## src/rtl/count_sequencer.sv

```systemverilog
// Programmable timer sequencer: prescaled up-counter with start/stop/pause,
// a terminal count, and one-shot or auto-reload operation.
module count_sequencer #(
  parameter int WIDTH      = 4,
  parameter int PRESCALE_W = 4
) (
  input  logic                  clk,
  input  logic                  reset,
  input  logic                  start,
  input  logic                  stop,
  input  logic                  pause,
  input  logic                  mode_reload,
  input  logic [WIDTH-1:0]      term_val,
  input  logic [PRESCALE_W-1:0] prescale,
  output logic [WIDTH-1:0]      cout,
  output logic                  busy,
  output logic                  done,
  output logic [1:0]            state
);

  typedef enum logic [1:0] {
    S_IDLE  = 2'b00,
    S_RUN   = 2'b01,
    S_PAUSE = 2'b10,
    S_DONE  = 2'b11
  } state_t;

  localparam logic [WIDTH-1:0]      CNT_ONE = 1;
  localparam logic [PRESCALE_W-1:0] PSC_ONE = 1;

  state_t                state_q, state_d;
  logic [WIDTH-1:0]      cout_q, cout_d;
  logic [PRESCALE_W-1:0] psc_q, psc_d;
  logic [WIDTH-1:0]      term_q, term_d;
  logic [PRESCALE_W-1:0] psc_s_q, psc_s_d;
  logic                  reload_q, reload_d;
  logic                  done_q, done_d;
  logic                  busy_q, busy_d;
  logic                  en;
  logic [WIDTH-1:0]      cout_inc;

  assign en       = (state_q == S_RUN) && !pause && !stop && (psc_q == psc_s_q);
  assign cout_inc = cout_q + CNT_ONE;

  always_ff @(posedge clk or negedge reset) begin
    if (!reset) begin
      state_q  <= S_IDLE;
      cout_q   <= '0;
      psc_q    <= '0;
      term_q   <= '0;
      psc_s_q  <= '0;
      reload_q <= 1'b0;
      done_q   <= 1'b0;
      busy_q   <= 1'b0;
    end else begin
      state_q  <= state_d;
      cout_q   <= cout_d;
      psc_q    <= psc_d;
      term_q   <= term_d;
      psc_s_q  <= psc_s_d;
      reload_q <= reload_d;
      done_q   <= done_d;
      busy_q   <= busy_d;
    end
  end

  always_comb begin
    state_d  = state_q;
    cout_d   = cout_q;
    psc_d    = psc_q;
    term_d   = term_q;
    psc_s_d  = psc_s_q;
    reload_d = reload_q;
    done_d   = 1'b0;
    case (state_q)
      S_IDLE, S_DONE: begin
        if (stop) begin
          state_d = S_IDLE;
          cout_d  = '0;
          psc_d   = '0;
        end else if (start) begin
          term_d   = term_val;
          psc_s_d  = prescale;
          reload_d = mode_reload;
          cout_d   = '0;
          psc_d    = '0;
          // A zero terminal count completes on the start edge itself
          if (term_val == '0) begin
            state_d = S_DONE;
            done_d  = 1'b1;
          end else begin
            state_d = S_RUN;
          end
        end
      end
      S_RUN: begin
        if (stop) begin
          state_d = S_IDLE;
          cout_d  = '0;
          psc_d   = '0;
        end else if (pause) begin
          state_d = S_PAUSE;
        end else if (en) begin
          psc_d = '0;
          if (cout_inc == term_q) begin
            done_d = 1'b1;
            if (reload_q) begin
              cout_d = '0;
            end else begin
              cout_d  = term_q;
              state_d = S_DONE;
            end
          end else begin
            cout_d = cout_inc;
          end
        end else begin
          psc_d = psc_q + PSC_ONE;
        end
      end
      S_PAUSE: begin
        if (stop) begin
          state_d = S_IDLE;
          cout_d  = '0;
          psc_d   = '0;
        end else if (!pause) begin
          state_d = S_RUN;
        end
      end
      default: state_d = S_IDLE;
    endcase
  end

  always_comb begin
    busy_d = (state_d == S_RUN) || (state_d == S_PAUSE);
  end

  assign cout  = cout_q;
  assign busy  = busy_q;
  assign done  = done_q;
  assign state = state_q;

endmodule

```

## config.mk

```make
export PLATFORM = sky130hd
export DESIGN_NAME = count_sequencer
export DESIGN_NICKNAME = d
export VERILOG_FILES = /design/src/rtl/count_sequencer.sv
export SDC_FILE = /design/constraint.sdc
export NUM_CORES = 1
export LEC_CHECK = 0
export CAP_MARGIN = 20
export CORE_MARGIN = 4
export CORE_UTILIZATION = 47
export CTS_BUF_LIST = sky130_fd_sc_hd__clkbuf_16
export DETAILED_ROUTE_END_ITERATION = 8
export PLACE_DENSITY = 0.75
export SETUP_SLACK_MARGIN = 0.2
export SYNTH_ARGS = -nofsm -noshare
export SYNTH_HDL_FRONTEND = slang
export SYNTH_SLANG_ARGS = --single-unit
```

## constraint.sdc

```tcl
create_clock -name clk -period 1.8 [get_ports clk]
set_input_delay 0.54 -clock clk [delete_from_list [all_inputs] [get_ports clk]]
set_output_delay 0.54 -clock clk [all_outputs]
set_load 0.05 [all_outputs]
```

Word-level counts from Yosys, hierarchy flattened
Cells that the tools add are included.

Bits in registers: 21. Input port bits: 14. Output and inout bits: 8. Logic and storage cells: 66.

Add/subtract/negate cells: 2. Eq/ne operators: 11. Multiplexer cells: 32. Bitwise logic cells: 1. Reductions and logical operators: 12.

Operators by type and width (count): 4-bit two-way mux (11); 4-bit case mux with 3 select lines (2); 2-bit two-way mux (10); 3-bit inequality test (second input constant) (3); 4-bit by 1-bit adder with 4-bit output (second input constant) (2); 4-bit equality test (2); 1-bit two-way mux (7); 2-bit equality test (second input constant) (3); 2-bit case mux with 3 select lines (1); 3-bit AND reduction (2); 2-bit by 1-bit equality test with 1-bit output (second input constant) (2); 4-bit logical NOT (1); 4-bit AND reduction (1); 1-bit logical AND (3); 1-bit logical NOT (2); 2-bit logical NOT (1); 2-bit inequality test (second input constant) (1); 1-bit case mux with 2 select lines (1); 2-bit OR reduction (1); 1-bit logical OR (1); 1-bit inverter (1).

Depth between registers and ports, before layout
Depth after elaboration: 10. Gate-level depth with buffers: 8. Depth with buffers taken out: 7.

Least setup slack after synthesis
Ideal clock, no wire load.

Path type: reg-to-reg. Start: reg state_q[0] (netlist: state[0]). End: reg cout_q[3] (netlist: cout[3]). Library setup time: 0.127 ns. Arrival time: 2.161 ns. Data required time: 1.673 ns. Slack: -0.488 ns. Stages on the path, launching flop included: 8. Buffers on the path: 0. Clock period less this slack: 2.288 ns. Cells stage by stage: dfrtp_1 > inv_1 > ha_1 > nor2b_1 > or3_1 > o31a_1 > a32oi_1 > nand3_1.

Longest elaborated chain between the ends: 6. Elaborated cells between the ends (all ways): 14. Those cells by class: 7 x eq/ne; 1 x mux; 6 x reduce/logical.

RTL lines: start, declared (RTL line 31) `state_t state_q, state_d;`; start signal, assigned (RTL line 56) `state_q <= state_d;`; 2-bit by 1-bit equality test with 1-bit output (RTL line 42, 75); 1-bit logical AND (3 in series) (RTL line 42) `assign en = (state_q == S_RUN) && !pause && !stop && (psc_q == psc_s_q);`; 3-bit inequality test (no line); 4-bit AND reduction (no line); end signal, assigned (RTL line 57) `cout_q <= cout_d;`; end, declared (RTL line 32) `logic [WIDTH-1:0] cout_q, cout_d;`.

Parallel ways exist; a longest one is shown, timed or not. A chain may end at the register's enable or synchronous reset.

Worst setup path in the final report
Ends and elaborated chain as after synthesis.

==> summary.md <==
| Metric | Value |
|---|---|
| Outcome | finished, violations left |
| Violated checks | setup timing |
| Clock Path Buffers | 2 |
| Multi-input gate area | 880 sq um |
| Synth cell types | 36 |
| DRT iter0 DRCs | 44 |
| Critical Path End Type | flip-flop |
| RSZ-0062 raised after global routing | yes |
| Register area share after synthesis | 41.5% |
| Port Buffer Count | 21 |
| Cell Area, Synth | 1260 sq um |
| Non-Filler Instances | 208 |
| Worst setup SP type | flip-flop |
| GR Overflow Total | 0 |
| Worst-Margin Slew | 0.299 ns |
| Flop2flop setup slack | -0.07 ns |
| I/O pin count | 22 |
| Most numerous cell in the Yosys netlist | dfrtp_1 |
| Share of the synthesized area in the top cell type | 41.5% |
| Slowest-stage cell, CP | dfrtp_2 |
| Gate Count Post-Synth | 130 |
| Vias in the first global route | 1,203 |
| Vias/cell | 5.84 |
| Slowest stage delay, CP | 0.41 ns |
| Die H | 59.9 microns |
| Commonest cells in the netlist | 21 x dfrtp_1, 13 x nand2_1, 9 x mux2_2, 7 x nand3_1, 7 x xnor2_1 |
| Die Area | 3590 sq um |
| Register clock-pin slew on the reported worst setup and hold paths | 0.06 ns |
| Final Net Count | 198 |
| Leakage | 0.923 nW |
| Power density over the cells | 1310 nW/um^2 |
| Fin worst setup slack | -0.0748 ns |
| Fillers | 155 |
| Crit path max fanout | 4 |
| Die Span X | 59.9 microns |
| Final Setup Violations | 2 |
| Synthesis-to-layout area growth | 59.8% |
| FF+latch count, synth | 21 |
| Remaining routing DRC violations | 0 |
| Placed cell count | 198 |
| FFs w/ async S/R, synth | 100% |
| Post-route minimum period | 1.87 ns |
| Via Count | 1,214 |
| Hold Crit Class | flip-flop to flip-flop |
| EDFF count, synth | 0 |
| CTS Root Cell | clkbuf_16 |
| Max_slew headroom | 80.1% |
| Critical Path RT | 1.93 ns |
| Syn_area_per_cell | 9.73 sq um |
| Worst Path Arrival | 2.01 ns |
| CORE AREA | 2520 sq um |
| Hold buffers post-CTS | 0 |
| Placed inst area | 1770 sq um |
| CTS Sinks | 21 |
| Count of final max-slew check failures | 0 |
| Ant diodes | 0 |
| Largest net degree at the start of global routing | 22 |
| CP cell instances | inv_2, ha_4, nor2b_4, or3_4, o31a_1, a32oi_1, nand3_1 |
| DRT Pass-1 Iters | 4 |
| Mapped Nets | 149 |
| Synth area leaders | dfrtp_1 42%, mux2_2 8.0%, ha_1 4.9% |
| Worst vdd ir | 0.990 mV |
| CTS tree | done |
| Yosys warns | 0 |
| Register Area | 531 sq um |
| Initial antenna violation count | 0 |
| GRT Util Overall | 19.2% |
| Max Cap Viol | 0 |
| Post-DP HPWL | 2.32 mm |
| Final period util | 104% |
| First-pass GRT wire length | 5.17 mm |
| Wire length per cell | 17.4 microns |
| CTS Buf Count | 3 |
| Initial Utilization | 50.1% |
| Layout cells sized above 1 | 41.0% |
| Worst skew pair latency | 0.25 ns |
| ANT nets after route | 0 |
| Ys flop type | dfrtp_1 |
| H-tree levels | 1 |
| GP Congestion | 0.913 |
| Fin. Hold Viols | 0 |
| Pre-CTS WS | -0.373 ns |
| Final wirelength | 3.61 mm |
| Worst Skew | 0.00153 ns |
| Design Area, Final | 2020 sq um |
| CP Class | flip-flop to flip-flop |
| F_max | 0.533 GHz |
| Rows | 18 |
| Yosys top cell by area | dfrtp_1 |
==> report_power, final <==
part / internal (mW) / total [mW] / switching (mW) / leakage, nW
registers: 0.616 / 0.765 / 0.148 / 0.264
clock network: 0.298 / 0.473 / 0.175 / 0.0409
logic: 0.692 / 1.41 / 0.721 / 0.618
total: 1.61 / 2.65 / 1.04 / 0.923
==> final timing paths <==
kind,start,end,cells after the start
max reg2reg,state[0],cout[3],7
min,psc_s_q[0],psc_s_q[0],1
max in group asynchronous,reset,cout[1],2
min reg2reg,psc_s_q[0],psc_s_q[0],1
min in group asynchronous,reset,state[0],2
max,state[0],cout[3],7
==> final cells by class <==
| type | count | share of cell area, % |
|---|---|---|
| Clock inverter | 1 | 0.248 |
| Clock buffer | 3 | 3.71 |
| Tap cell | 30 | 1.86 |
| Timing Repair Buffer | 46 | 23.3 |
| Inverter | 6 | 1.11 |
| Sequential cell | 21 | 26.2 |
| Multi-Input combinational cell | 101 | 43.5 |
==> worst max-delay path, delay by kind of cell, from the launching register on <==
kind            cells  cell delay [ns]
compound gates      2             0.50
fa+ha+maj           1             0.20
buf+inv             1             0.08
flops               1             0.41
simple gates        3             0.56
==> flip-flops by register name, summed over array words and instances (netlist names) <==
| signal | flops |
|---|---|
| cout | 4 |
| psc_q | 4 |
| done | 1 |
| reload_q | 1 |
| psc_s_q | 4 |
| busy | 1 |
| state | 2 |
| term_q | 4 |
==> logic make-up after synthesis <==
family,synth area share [%]
flops,41.5
simple gates,23.8
mux,8.01
compound gates,11.5
buf+inv,2.57
xor+xnor,7.62
fa+ha+maj,4.95
==> layer usage <==
| metal | part of all wire [%] | vias to the layer above | GRT usage [%] |
|---|---|---|---|
| met3 | 4.0 | 6 | 5.18 |
| li1 | - | 567 | - |
| met1 | 39 | 613 | 21.6 |
| met5 | 0 | - | 0 |
| met2 | 55 | 28 | 34.6 |
| met4 | 1.3 | 0 | 6.65 |
==> stage by stage <==
stage	TNS (ns)	hold WS [ns]	total power, mW	util [%]
after floorplan	-0.491	0.244	1.54	-
after global placement	-3.62	0.512	1.88	70.0
after detailed placement	-4.10	0.521	1.91	70.0
after CTS	-0.119	0.534	2.45	75.3
after global routing	-0.290	0.551	2.79	80.2
final	-0.0818	0.532	2.65	80.2
==> what timing repair did <==
item                                    CTS  global route
gates cloned                              0             1
endpoints found under the setup margin   21            21
resized for setup                        14            21
pin swaps                                 7            13
buffers inserted                          1             4
==> layout by cell type (no fill, tap or decap), drive strengths merged <==
cell and n:
inv 6, nor3 3, a21o 2, nor2 6, or3 3, nor4b 1
nand2b 2, clkdlybuf4s50 6, nand4 4, nand2 13, o31a 1, xor2 4
dlygate4sd2 2, nand3 7, o21ai 5, nor4 2, or4 1, clkinv 1
xnor2 7, buf 33, nand4b 2, o211ai 3, a22oi 1, clkbuf 3
nand3b 2, and2b 1, nor2b 5, a32oi 1, o41a 1, o21bai 1
dlymetal6s2s 4, ha 5, a31oi 3, or2 1, clkdlybuf4s15 1, and2 1
dfrtp 21, a21oi 4, mux2 9
Power figures use the tool's default switching activity.
